$ cat config.mk
export PLATFORM = sky130hd
export DESIGN_NAME = mod_sub_pipe_flat
export DESIGN_NICKNAME = d
export VERILOG_FILES = /design/src/rtl/mod_sub_if.sv /design/src/rtl/mod_sub_pipe.sv /design/src/flat_wrapper.sv
export SDC_FILE = /design/constraint.sdc
export NUM_CORES = 1
export LEC_CHECK = 0
export ABC_AREA = 0
export BUFFER_PORTS_ARGS = -buffer_cell sky130_fd_sc_hd__buf_2
export CORE_ASPECT_RATIO = 0.9
export CORE_MARGIN = 4
export CORE_UTILIZATION = 35
export CTS_CLUSTER_SIZE = 12
export DETAILED_ROUTE_END_ITERATION = 8
export PLACE_DENSITY = 0.64
export SYNTH_ARGS = -nofsm -noshare
export SYNTH_HDL_FRONTEND = slang
export SYNTH_SLANG_ARGS = --single-unit
$ cat constraint.sdc
create_clock -name clk_i -period 4 [get_ports clk_i]
set_input_delay 0.4 -clock clk_i [delete_from_list [all_inputs] [get_ports clk_i]]
set_output_delay 0.4 -clock clk_i [all_outputs]
set_load 0.01 [all_outputs]
$ cat src/rtl/mod_sub_if.sv
// Operand/result handshake bundle for the pipelined modular subtractor.
// Signal names carry the subtractor's own direction suffixes so they read the same at the block and in the bench.
interface mod_sub_if #(
    parameter int QW = 23
);
    localparam int AW = QW + 1;

    logic          valid_i;
    logic          ready_o;
    logic [AW-1:0] a_i;
    logic [AW-1:0] b_i;
    logic [QW-1:0] q_i;
    logic          valid_o;
    logic          ready_i;
    logic [QW-1:0] c_o;
    logic          busy_o;

    modport master (
        output valid_i, a_i, b_i, q_i, ready_i,
        input  ready_o, valid_o, c_o, busy_o
    );

    modport slave (
        input  valid_i, a_i, b_i, q_i, ready_i,
        output ready_o, valid_o, c_o, busy_o
    );
endinterface

$ cat src/rtl/mod_sub_pipe.sv
// Two-stage pipelined modular subtractor: c = (a - b) mod q.
// Operands a and b may be partially reduced ([0, 2q)); the result is fully reduced ([0, q)).
module mod_sub_pipe #(
    parameter int QW = 23,
    parameter int AW = QW + 1
) (
    input logic     clk_i,
    input logic     rst_ni,
    mod_sub_if.slave bus
);
    // Handshake: a transfer happens on a rising edge where valid and ready are both high.
    // Inputs transfer on valid_i & ready_o; results transfer on valid_o & ready_i.
    // ready_o never depends on valid_i, and valid_o/c_o hold steady while stalled.

    logic          s1_valid;
    logic [QW-1:0] a_r;
    logic [QW-1:0] b_r;
    logic [QW-1:0] q_r;
    logic          out_valid;
    logic [QW-1:0] out_c;

    logic          adv1;
    logic          adv2;
    logic [QW-1:0] a_red;
    logic [QW-1:0] b_red;
    logic [AW-1:0] d;
    logic          borrow;
    logic [QW-1:0] d_plus_q;

    always_comb begin
        adv2 = ~out_valid | bus.ready_i;
        adv1 = ~s1_valid | adv2;
    end

    // Subtracting in QW bits gives the same low bits as the AW-bit subtraction.
    always_comb begin
        a_red = (bus.a_i >= {1'b0, bus.q_i}) ? (bus.a_i[QW-1:0] - bus.q_i) : bus.a_i[QW-1:0];
        b_red = (bus.b_i >= {1'b0, bus.q_i}) ? (bus.b_i[QW-1:0] - bus.q_i) : bus.b_i[QW-1:0];
    end

    always_comb begin
        d        = {1'b0, a_r} - {1'b0, b_r};
        borrow   = d[AW-1];
        d_plus_q = d[QW-1:0] + q_r;
    end

    always_ff @(posedge clk_i) begin
        if (!rst_ni) begin
            s1_valid <= 1'b0;
            a_r      <= '0;
            b_r      <= '0;
            q_r      <= '0;
        end else if (adv1) begin
            s1_valid <= bus.valid_i;
            a_r      <= a_red;
            b_r      <= b_red;
            q_r      <= bus.q_i;
        end
    end

    always_ff @(posedge clk_i) begin
        if (!rst_ni) begin
            out_valid <= 1'b0;
            out_c     <= '0;
        end else if (adv2) begin
            out_valid <= s1_valid;
            if (s1_valid) begin
                out_c <= borrow ? d_plus_q : d[QW-1:0];
            end
        end
    end

    always_comb begin
        bus.ready_o = adv1 & rst_ni;
        bus.valid_o = out_valid;
        bus.c_o     = out_c;
        bus.busy_o  = s1_valid | out_valid;
    end
endmodule

$ cat src/flat_wrapper.sv
// flat-port wrapper written by rule: the top's interface ports become plain ports
module mod_sub_pipe_flat 
#(
    parameter int QW = 23,
    parameter int AW = QW + 1
)
  (clk_i, rst_ni, bus_valid_i, bus_a_i, bus_b_i, bus_q_i, bus_ready_i, bus_ready_o, bus_valid_o, bus_c_o, bus_busy_o);
  mod_sub_if #(.QW(QW)) bus_i ();
  input logic clk_i;
  input logic rst_ni;
  input wire logic [$bits(bus_i.valid_i)-1:0] bus_valid_i;
  input wire logic [$bits(bus_i.a_i)-1:0] bus_a_i;
  input wire logic [$bits(bus_i.b_i)-1:0] bus_b_i;
  input wire logic [$bits(bus_i.q_i)-1:0] bus_q_i;
  input wire logic [$bits(bus_i.ready_i)-1:0] bus_ready_i;
  output wire logic [$bits(bus_i.ready_o)-1:0] bus_ready_o;
  output wire logic [$bits(bus_i.valid_o)-1:0] bus_valid_o;
  output wire logic [$bits(bus_i.c_o)-1:0] bus_c_o;
  output wire logic [$bits(bus_i.busy_o)-1:0] bus_busy_o;
  assign bus_i.valid_i = bus_valid_i;
  assign bus_i.a_i = bus_a_i;
  assign bus_i.b_i = bus_b_i;
  assign bus_i.q_i = bus_q_i;
  assign bus_i.ready_i = bus_ready_i;
  assign bus_ready_o = bus_i.ready_o;
  assign bus_valid_o = bus_i.valid_o;
  assign bus_c_o = bus_i.c_o;
  assign bus_busy_o = bus_i.busy_o;
  mod_sub_pipe #(.QW(QW), .AW(AW)) u_core (.clk_i(clk_i), .rst_ni(rst_ni), .bus(bus_i));
endmodule
======== Word-level counts from Yosys, hierarchy flattened ========
Index checks and enable logic that the tools add are counted.
cells by class
  $add $sub $neg .......................... 4
  $lt $le $gt $ge ......................... 2
  multiplexer cells ....................... 3
  bitwise gates (word level) .............. 6
  reduce and logical (&&, ||, !) cells .... 1
operators with widths
  kind              count
  $mux 23           3
  $ge 24x23->1      2
  $sub 23x23->23    2
  $sub 23x23->24    1
  $add 23x23->23    1
  $or 1x1->1        3
  $not 1->1         2
  $reduce_and 2->1  1
  $and 1x1->1       1
storage, ports and cells
  bits in registers ....................... 94
  input port bits ......................... 75
  output and inout port bits .............. 26
  logic and storage cells ................. 22

======== Depth between registers and ports, before layout ========
  word-level depth ........................ 4
  gate-level depth with buffers ........... 19
  depth with buffers taken out ............ 19

======== Worst setup path before layout ========
No wires, ideal clock.
  kind .................................... reg2reg
  start point ............................. register u_core.b_r[1]
  end point ............................... register u_core.out_c[20], in the netlist u_core.bus.c_o[20]
  setup time .............................. 132 ps
  arrival ................................. 3752 ps
  data required time ...................... 3868 ps
  setup slack ............................. 116 ps
  stages on the path, launching flop included .. 20
  path buffers ............................ 0
  period minus slack after synthesis ...... 3884 ps
  path through ............................ dfxtp_1 -> inv_1 -> ha_1 -> nor2b_1 -> o2111ai_1 -> a21boi_0 -> o311ai_1 -> o21ai_0 -> xnor2_1 -> inv_1 -> ha_1 -> nand2_1 -> nor2_1 -> a2111oi_0 -> a211oi_1 -> and2_1 -> o21ai_0 -> or3b_1 -> a311oi_1 -> nor3_1
on the way
  word-level cells in the longest chain between the ends .. 3
ends and longest elaborated chain
  what                    line                source
  start, declared         mod_sub_pipe.sv:17  logic [QW-1:0] b_r;
  start signal, assigned  mod_sub_pipe.sv:56  b_r <= b_red;
  $sub 23x23->24 *        mod_sub_pipe.sv:42  d = {1'b0, a_r} - {1'b0, b_r};
  $add 23x23->23          mod_sub_pipe.sv:44  d_plus_q = d[QW-1:0] + q_r;
  $mux 23 *               mod_sub_pipe.sv:68  out_c <= borrow ? d_plus_q : d[QW-1:0];
  end signal, assigned    mod_sub_pipe.sv:68
  end, declared           mod_sub_pipe.sv:20  logic [QW-1:0] out_c;
Every way passes the cells marked *; elsewhere a longest branch is shown, timed or not.
A chain may end at the register's enable or synchronous reset.

======== Worst setup path in the final report ========
  start point ............................. register u_core.a_r[0]
  end point ............................... register u_core.out_c[20], in the netlist u_core.bus.c_o[20]
on the way
  word-level cells in the longest chain between the ends .. 3
ends and longest elaborated chain
  what                    line                source
  start, declared         mod_sub_pipe.sv:16  logic [QW-1:0] a_r;
  start signal, assigned  mod_sub_pipe.sv:55  a_r <= a_red;
  $sub 23x23->24 *        mod_sub_pipe.sv:42
  $add 23x23->23          mod_sub_pipe.sv:44
  $mux 23 *               mod_sub_pipe.sv:68
Marks and branches as above.

==> out/results.tsv <==
stage	metric	value	unit
floorplan	Ports	101	
placement	GPL Wtd Cong	0.932	
sta	Tcrit/Tclk final	98.4	%
logic_synthesis	Synth Area per Inst	7.47	µm²
routing	DR pass1 iterations	5	
finish	area grow syn2layout	21.5	%
floorplan	initial core utilization	35.5	%
logic_synthesis	mapped cell area	8600	µm²
placement	Placement Setup Slack	-0.265	ns
sta	Max transition margin	48.4	%
global_routing	Tot GR Track Use	18.6	%
critical_path	CP Class	flop to flop	
cts	Max Buffers Root-to-Sink	2	
critical_path	CP delay by family, top	compound AO/OA/AOI/OAI gates	
placement	I/O Buffers	100	
critical_path	Reg2Reg Capture Point	u_core.bus.c_o[20]$_SDFFE_PN0P_	
finish	Ant. Diodes	0	
logic_synthesis	Seq/Total Area, Yosys	21.9	%
logic_synthesis	Post-synth EDFFs	0	
sta	fmax	254	MHz
cts	Clock Sinks	94	
worst_hold_path	Hold Path Origin	bus_valid_i	
placement	DP Wirelength	20800	µm
cts	TritonCTS buffer count	9	
routing	Post-DRT Antenna Nets	0	
critical_path	CP max FO	4	
routing	Total Wirelength	26000	µm
routing	Vias/cell	5.39	
sta	Tightest Pin Transition	0.774	ns
sta	hold slack	0.259	ns
sta	RSZ-0062 raised after global routing	yes	
pwr	Reg power frac	20.7	%
global_routing	first-pass GRT wire length	41100	µm
logic_synthesis	Synth area leaders	dfxtp_1 22%, ha_1 14%, a21oi_1 7.7%, nand2_1 5.5%, xnor2_1 4.7%	
logic_synthesis	asr flop ratio synth	0	%
logic_synthesis	Yosys top cell area share	21.9	%
pwr	Sw Pwr	2.22	mW
floorplan	row cnt	54	
sta	Final Hold Vio Count	0	
sta	setup violators final	0	
floorplan	die height	157	µm
routing	DR WL/cell	16.3	µm
finish	Seq. cell area	1890	µm²
finish	final instance area	10400	µm²
pwr	P_leak	4.94	nW
cts	root buffer cell	clkbuf_16	
logic_synthesis	Yosys reg bits	94	
global_routing	total gr overflow	0	
critical_path	slowest CP cell	a2111oi_4	
critical_path	CP Capture Type	flop	
logic_synthesis	most frequent cell after synthesis	a21oi_1	
sta	fin. max-slew vios	0	
run_status	outcome	complete, no violations	
logic_synthesis	Post-synth top flop	dfxtp_1	
sta	Final min period	3.93	ns
critical_path	Startpoint Class	flop	
critical_path	crit-path cells	inv_2, ha_4, fa_2, nand2b_4, a21oi_4, o21a_1, o21a_1, a311oi_2, xnor2_1, ha_1, o21a_1, a2111oi_4, a211oi_2, and2_1, o21ai_1, or3b_1, a311oi_2, nor3_1	
critical_path	WP data arrival	4.14	ns
run	max-cap violations	0	
critical_path	Buf/Inv on CP	1	
worst_hold_path	min-delay worst type	input port to flop	
pwr	power density over the cells	520	nW/µm²
cts	CTS tree	done	
global_routing	vias in the first global route	7891	
logic_synthesis	Gate Count Post-Synth	1150	
finish	fillers	2480	
routing	Residual DRC	0	
floorplan	Die Area	27100	µm²
finish	fin util	43.2	%
pwr	Sw Ratio	40.9	%
critical_path	reg2reg setup slack	0.07	ns
global_routing	initial antenna violation count	0	
floorplan	core area	24200	µm²
critical_path	crit-path most repeated cell	o21a_1	
routing	1st-iter DRT viols	622	
critical_path	Crit path largest cell delay	0.36	ns
logic_synthesis	list of most frequent post-synthesis cells	133 x a21oi_1, 127 x nand2_1, 106 x nor2_1	
routing	Vias	8621	
cts	Clock Latency Late Sink	0.35	ns
global_routing	largest net degree at the start of global routing	69	
pwr	VDD IR-drop max	0.000264	V
worst_hold_path	WHS Path Cells	3	
pwr	Comb pwr share	63.1	%
cts	H-tree Lvls	3	
logic_synthesis	distinct cell type count after synthesis	68	
sta	clk_skew	0.00840	ns
cts	# hold bufs at CTS	0	
logic_synthesis	Syn. warnings	0	
cts	clock slew at reported path FFs	0.06	ns
pwr	internal power	3.21	mW
sta	setup TNS	0	ns
finish	share of cells above drive strength 1	19.4	%
critical_path	reg2reg path depth	18	
placement	placed cell areas	9840	µm²
critical_path	R2R Path Start	u_core.a_r[0]$_SDFFE_PN0N_	
worst_hold_path	Worst Hold End	u_core.s1_valid$_SDFFE_PN0N_	
logic_synthesis	syn_nets	1323	
critical_path	CP required	4.20	ns
pwr	clock network fraction of design power	16.2	%
sta	Final WS setup	0.0655	ns
finish	multi-input combinational cell area	6520	µm²
finish	Final nets	1458	
floorplan	chip width	173	µm
logic_synthesis	cell accounting for the most synthesized area	dfxtp_1	
-- flip-flops by register name, indices dropped and copies added, names as in the netlist --
name / flops
u_core.s1_valid: 1
u_core.bus.valid_o: 1
u_core.b_r: 23
u_core.a_r: 23
u_core.q_r: 23
u_core.bus.c_o: 23
-- timing repair --
item	4_1_cts	5_1_grt
pin swaps	15	32
endpoints found under the setup margin	5	7
gates cloned	0	0
gates resized for setup	18	33
buffers inserted	2	6
-- per-layer routing --
layer  global-route usage [%]  share of wire (%)  vias up  routed length (µm)
met2                     27.5                 40      248               10500
met1                     28.4                 53     3939               13800
li1                         -                  -     4409                   -
met5                        0                  0        -                   0
met4                     4.94                1.5        0                 403
met3                     2.27                5.2       25                1360
-- tightest hold or removal path, cell delays in order --
cell	delay, ns
buf_2	0.07
nor2_1	0.03
nor2_1	0.06
-- final cells by class --
class	count	area share, %
inverter	71	2.55
clock inverter	4	0.431
tap	308	3.69
sequential	94	18.1
clock buffer	12	2.46
timing repair buffer	176	10.4
multi-input combinational	933	62.4
-- cells by family (layout without fill, tap and decap cells) --
group / count (synthesis) / after routing / share of synthesized area (%)
flops: 94 / 94 / 21.9
simple gates: 345 / 345 / 18.2
fa+ha+maj: 98 / 98 / 14.6
mux: 36 / 36 / 4.19
compound gates: 386 / 386 / 28.7
xor+xnor: 68 / 68 / 6.93
buf+inv: 123 / 263 / 5.49
-- power by group through the flow --
stage	Combinational, mW	Sequential [mW]	Clock, mW
6_report	3.42	1.13	0.879
2_1_floorplan	2.13	1.15	0
3_3_place_gp	3.09	1.14	0
3_5_place_dp	3.10	1.14	0
5_1_grt	3.77	1.14	0.933
4_1_cts	3.21	1.12	0.895
-- worst max-delay path by stage --
stage | startpoint | end | slack (ns) | depth (start not counted)
final | u_core.a_r[0]$_SDFFE_PN0N_ | u_core.bus.c_o[20]$_SDFFE_PN0P_ | 0.07 | 18
after global routing | u_core.a_r[0]$_SDFFE_PN0N_ | u_core.bus.c_o[20]$_SDFFE_PN0P_ | -0.11 | 18
after floorplan | u_core.b_r[1]$_SDFFE_PN0N_ | u_core.bus.c_o[20]$_SDFFE_PN0P_ | 0.12 | 19
after detailed placement | u_core.a_r[0]$_SDFFE_PN0N_ | u_core.bus.c_o[20]$_SDFFE_PN0P_ | -0.26 | 18
after CTS | u_core.a_r[0]$_SDFFE_PN0N_ | u_core.bus.c_o[20]$_SDFFE_PN0P_ | 0.004 | 18
after global placement | u_core.a_r[0]$_SDFFE_PN0N_ | u_core.bus.c_o[20]$_SDFFE_PN0P_ | -0.14 | 18
-- metrics by stage --
stage | total power [mW] | instances
2_1_floorplan | 3.27 | 1150
3_3_place_gp | 4.23 | 1574
3_5_place_dp | 4.25 | 1574
4_1_cts | 5.23 | 1592
5_1_grt | 5.85 | 1598
6_report | 5.43 | 1598
-- cells in the final DEF, fill, tap and decap left out, types with 9 or more instances in the layout --
| cell type | n |
|---|---|
| xor2_1 | 20 |
| nor2b_1 | 9 |
| a211oi_1 | 42 |
| nand3_1 | 21 |
| nor3_1 | 20 |
| o21a_1 | 13 |
| inv_1 | 67 |
| a31oi_1 | 12 |
| nor2_1 | 105 |
| o211ai_1 | 12 |
| buf_2 | 100 |
| o21ai_0 | 68 |
| xnor2_1 | 43 |
| ha_1 | 87 |
| mux2i_1 | 36 |
| a21o_1 | 34 |
| nand2_1 | 124 |
| dfxtp_1 | 91 |
| clkbuf_16 | 9 |
| a21oi_1 | 129 |
| buf_4 | 75 |
| nand4_1 | 12 |
No activity file was read; power rests on OpenSTA's default activity.
